**src/rtl/dcache.sv**
```systemverilog
// Direct-mapped write-back, write-allocate data cache: 8 lines of 2x64-bit words.
// Optional hit/miss statistics counters are built when DCACHE_STATS_EN is defined.
module dcache (
   input  logic         clk,
   input  logic         rst_n,
   input  logic         proc_read,
   input  logic         proc_write,
   input  logic [29:0]  proc_addr,
   input  logic [63:0]  proc_wdata,
   output logic [63:0]  proc_rdata,
   output logic         proc_stall,
   output logic         mem_read,
   output logic         mem_write,
   output logic [28:0]  mem_addr,
   output logic [127:0] mem_wdata,
   input  logic [127:0] mem_rdata,
   input  logic         mem_ready
`ifdef DCACHE_STATS_EN
   ,
   output logic [15:0]  hit_cnt,
   output logic [15:0]  miss_cnt
`endif
);

   localparam logic [1:0] COMPARE   = 2'd0;
   localparam logic [1:0] WRITEBACK = 2'd1;
   localparam logic [1:0] ALLOCATE  = 2'd2;

   logic [1:0]  state_reg, state_next;
   logic [7:0]  valid_reg, dirty_reg;
   logic [25:0] tag_mem   [8];
   logic [63:0] word0_mem [8];
   logic [63:0] word1_mem [8];

   logic [25:0] req_tag;
   logic [2:0]  req_idx;
   logic        req_off;
   logic        req_any;
   logic        hit;
   logic        cmp_hit;
   logic        cmp_miss;
   logic        write_hit;
   logic        fill;

   assign req_tag = proc_addr[29:4];
   assign req_idx = proc_addr[3:1];
   assign req_off = proc_addr[0];
   assign req_any = proc_read | proc_write;

   assign hit       = req_any & valid_reg[req_idx] & (tag_mem[req_idx] == req_tag);
   assign cmp_hit   = (state_reg == COMPARE) & hit;
   assign cmp_miss  = (state_reg == COMPARE) & req_any & ~hit;
   // A simultaneous read and write is handled as a write.
   assign write_hit = cmp_hit & proc_write;
   assign fill      = (state_reg == ALLOCATE) & mem_ready;

   assign proc_rdata = req_off ? word1_mem[req_idx] : word0_mem[req_idx];

   always_comb begin
      proc_stall = 1'b0;
      mem_read   = 1'b0;
      mem_write  = 1'b0;
      mem_addr   = 29'd0;
      mem_wdata  = 128'd0;
      state_next = state_reg;
      case (state_reg)
         COMPARE: begin
            if (cmp_miss) begin
               proc_stall = 1'b1;
               if (valid_reg[req_idx] && dirty_reg[req_idx])
                  state_next = WRITEBACK;
               else
                  state_next = ALLOCATE;
            end
         end
         WRITEBACK: begin
            proc_stall = 1'b1;
            mem_write  = 1'b1;
            mem_addr   = {tag_mem[req_idx], req_idx};
            mem_wdata  = {word1_mem[req_idx], word0_mem[req_idx]};
            if (mem_ready)
               state_next = ALLOCATE;
         end
         ALLOCATE: begin
            proc_stall = 1'b1;
            mem_read   = 1'b1;
            mem_addr   = proc_addr[29:1];
            if (mem_ready)
               state_next = COMPARE;
         end
         default: begin
            state_next = COMPARE;
         end
      endcase
   end

   // Control state is reset; the tag and data arrays below are not.
   always_ff @(posedge clk or negedge rst_n) begin
      if (!rst_n) begin
         state_reg <= COMPARE;
         valid_reg <= 8'd0;
         dirty_reg <= 8'd0;
      end else begin
         state_reg <= state_next;
         if (write_hit)
            dirty_reg[req_idx] <= 1'b1;
         if ((state_reg == WRITEBACK) && mem_ready)
            dirty_reg[req_idx] <= 1'b0;
         if (fill) begin
            valid_reg[req_idx] <= 1'b1;
            dirty_reg[req_idx] <= 1'b0;
         end
      end
   end

   always_ff @(posedge clk) begin
      if (fill) begin
         tag_mem[req_idx]   <= req_tag;
         word0_mem[req_idx] <= mem_rdata[63:0];
         word1_mem[req_idx] <= mem_rdata[127:64];
      end else if (write_hit) begin
         if (req_off)
            word1_mem[req_idx] <= proc_wdata;
         else
            word0_mem[req_idx] <= proc_wdata;
      end
   end

`ifdef DCACHE_STATS_EN
   // retry_reg marks the first COMPARE cycle after a fill, whose hit is not counted.
   logic retry_reg;

   always_ff @(posedge clk or negedge rst_n) begin
      if (!rst_n) begin
         retry_reg <= 1'b0;
         hit_cnt   <= 16'd0;
         miss_cnt  <= 16'd0;
      end else begin
         retry_reg <= fill;
         if (cmp_hit && !retry_reg && (hit_cnt != 16'hFFFF))
            hit_cnt <= hit_cnt + 16'd1;
         if (cmp_miss && (miss_cnt != 16'hFFFF))
            miss_cnt <= miss_cnt + 16'd1;
      end
   end
`else
   // Statistics counters not built.
`endif

endmodule

```
**config.mk**
```make
export PLATFORM = sky130hd
export DESIGN_NAME = dcache
export DESIGN_NICKNAME = d
export VERILOG_FILES = /design/src/rtl/dcache.sv
export SDC_FILE = /design/constraint.sdc
export NUM_CORES = 1
export LEC_CHECK = 0
export ABC_AREA = 1
export CORE_MARGIN = 3
export CORE_UTILIZATION = 52
export CTS_CLUSTER_DIAMETER = 120
export DETAILED_ROUTE_END_ITERATION = 12
export GPL_ROUTABILITY_DRIVEN = 0
export PLACE_DENSITY = 0.75
export SYNTH_ARGS = -nofsm -noshare
export SYNTH_HDL_FRONTEND = slang
export SYNTH_SLANG_ARGS = --single-unit
```
**constraint.sdc**
```tcl
create_clock -name clk -period 9.2 [get_ports clk]
set_clock_uncertainty 0.05 [all_clocks]
set_input_delay 1.84 -clock clk [delete_from_list [all_inputs] [get_ports clk]]
set_output_delay 1.84 -clock clk [all_outputs]
set_load 0.02 [all_outputs]
```
==> summary.md <==
| Metric | Value |
|---|---|
| Leak pwr | `21.0 nW` |
| Synth area leaders | `edfxtp_1, nand2_1, a22o_1` |
| Hold Crit Class | `reg -> reg` |
| Critical Path Start | `proc_addr[2]` |
| Final setup vio count | `0` |
| Drt initial violations | `4,076` |
| Synth unique cells | `36` |
| CTS clk-pin slew, worst paths | `0.06 ns` |
| Design Area, Final | `60,100 um2` |
| Row cnt | `113` |
| Ys flop type | `edfxtp_1` |
| Clock Power Share | `35.6%` |
| CTS tree | `built` |
| Die Ht | `316 um` |
| Post-place setup slack | `1.56 ns` |
| Internal cell power | `9.72 mW` |
| Layout Nets | `4,376` |
| Syn nets | `3,938` |
| Startpoint Class | `input pin` |
| Most common library cells after synthesis | `edfxtp_1, nand2_1, inv_1` |
| Final slew viol count | `0` |
| Gr ovfl total | `0` |
| Initial Util | `52.6%` |
| Clock net sink count | `1,250` |
| Switching Fraction | `26.0%` |
| Post-DP HPWL | `87,100 um` |
| Number of flops mapped to enable cells by yosys | `1,232` |
| Inserted Clock Buffers | `119` |
| DRC | `0` |
| Netlist Area Pre-Place | `50,100 um2` |
| Largest registers | `word0_mem x512, word1_mem x512, tag_mem x208` |
| Global-route wire length before repair | `211,000 um` |
| Via/cell ratio | `6.15` |
| Switch Pwr | `3.42 mW` |
| Vias in the first global route | `32,900` |
| Worst skew pair latency | `0.70 ns` |
| Synth top area share | `73.8%` |
| Area leader, netlist | `edfxtp_1` |
| # hold bufs at CTS | `0` |
| Post-CTS setup buffers | `0` |
| Max_cap viols | `0` |
| Root Buffer Master | `clkbuf_16` |
| Cell count after synthesis | `3,707` |
| Resized cells post-CTS | `0` |
| Worst Hold End | `valid_reg[4]` |
| GRT Util Overall | `28.7%` |
| Crit share post-route | `84.4%` |
| Crit-path max FO | `34` |
| Data arrival time of the worst path | `5.87 ns` |
| Fmax | `129 MHz` |
| First-pass DRT Iterations | `6` |
| Layout cells sized above 1 | `7.36%` |
| Die ar. | `100,000 um2` |
| Asr flop ratio synth | `1.44%` |
| Initial antenna violation count | `3` |
| Via count | `33,900` |
| Area delta synth->final | `20.1%` |
| Setup TNS | `0 ns` |
| Clock buffer depth | `3` |
| Peak supply drop | `0.000164 V` |
| Reg2Reg Capture Point | `word0_mem[7][22]` |
| Max-slew headroom | `8.72%` |
| Least-Margin Pin Slew | `1.37 ns` |
| Status | `complete, no violations` |
| Worst r2r src | `tag_mem[3][12]` |
| Yosys warns | `0` |
| Fin cells | `5,508` |
| IO Pins | `451` |
| Crit Path Category | `in -> out` |
| Fin worst setup slack | `1.44 ns` |
| R2R Setup Slk | `4.99 ns` |
| Cells after DPL | `5,289` |
| Hold WS | `0.412 ns` |
| Final Critical Period | `7.76 ns` |
| Post-route ant nets | `0` |
| PortBufs | `450` |
| WL/cell | `26.6 um` |
| Post-DP Area | `56,400 um2` |
| H-tree depth | `3` |
| Detailed Route WL | `146,000 um` |
| Largest net degree at the start of global routing | `132` |
| Die Wd | `316 um` |
| Synthesized area per cell | `13.5 um2` |
| Unrepaired setup endpoints after global routing | `false` |
| Combinational share of power | `14.6%` |
| Sequential element share of the synthesized area | `74.7%` |
| CP required | `7.31 ns` |
| Fin. Hold Viols | `0` |
| Min-Delay Startpoint | `valid_reg[4]` |
| Core area | `95,300 um2` |
| Count leader, synth | `edfxtp_1` |
| Crit path capture type | `primary output` |
| Sequential share of power | `49.9%` |
| R2R cell count | `16` |
| PwrDens | `218 nW/um2` |
| Hold Crit Depth | `2` |
| Synthesized flop and latch total | `1,250` |
[metal layers]
metal	share of wire [%]	track usage, %
met1	36	37.0
met2	49	47.7
met3	9.7	5.11
met4	4.4	13.2
met5	0.0089	0
[cell usage in the layout (no fill, tap or decap), drive strengths merged, types with 3 or more instances in the layout]
cell	n
edfxtp	1232
a22oi	42
clkinv	67
nand2	749
a31oi	60
nand3b	3
nand3	215
inv	254
clkbuf	142
nor3	6
a221oi	210
buf	94
o21ai	48
ha	4
nand4	46
clkdlybuf4s50	448
nor2	214
or2	20
dfrtp	18
bufinv	7
o211ai	5
a21oi	136
a22o	215
[cells by family after synthesis]
logic type / synth area share (%)
buffers and inverters: 3.92
adders and majority gates: 0.0999
DFF: 74.7
AOI/OAI and AO/OA: 10.8
and+or+nand+nor: 10.5
[final cells by class]
class                      instances  area, um2
fill                            6728      35200
tap                             1265       1580
antenna                            2       5.00
sequential                      1250      37400
clock buffer                     142       3110
inverter                         255        982
multi-input combinational       1977      10900
clock inverter                    75        628
timing repair buffer             542       5470
[critical path: stages]
cell             delay (ns)
clkdlybuf4s50_1        0.80
nand2_2                0.46
nor2_4                 0.78
buf_12                 0.32
a221oi_1               0.12
nand4_1                0.17
nor2_1                 0.07
a31oi_1                0.54
clkdlybuf4s50_1        0.74
[worst max path at each step]
stage | endpoint | slack [ns] | depth (start not counted)
after CTS | proc_rdata[53] | 1.50 | 9
after detailed placement | proc_rdata[50] | 1.56 | 10
after floorplan | word1_mem[0][0] | 1.97 | 16
final | proc_rdata[53] | 1.44 | 9
after global placement | proc_rdata[53] | 1.59 | 9
after global routing | proc_rdata[53] | 1.32 | 10
[through the flow]
| stage | total power, mW | util (%) |
|---|---|---|
| floorplan | 7.64 | - |
| CTS | 13.2 | 63.1 |
| finish | 13.1 | 63.1 |
| detailed placement | 8.57 | 59.2 |
| global placement | 8.54 | 59.2 |
| global route | 13.5 | 63.1 |
[power groups by stage]
| stage | Clock (mW) | Combinational, mW | Sequential (mW) |
|---|---|---|---|
| after floorplan | 0 | 0.969 | 6.68 |
| after global placement | 0 | 1.88 | 6.66 |
| after detailed placement | 0 | 1.90 | 6.67 |
| after CTS | 4.70 | 1.91 | 6.55 |
| after global routing | 4.92 | 2.03 | 6.57 |
| final | 4.67 | 1.91 | 6.55 |
No activity file was read; power rests on OpenSTA's default activity.
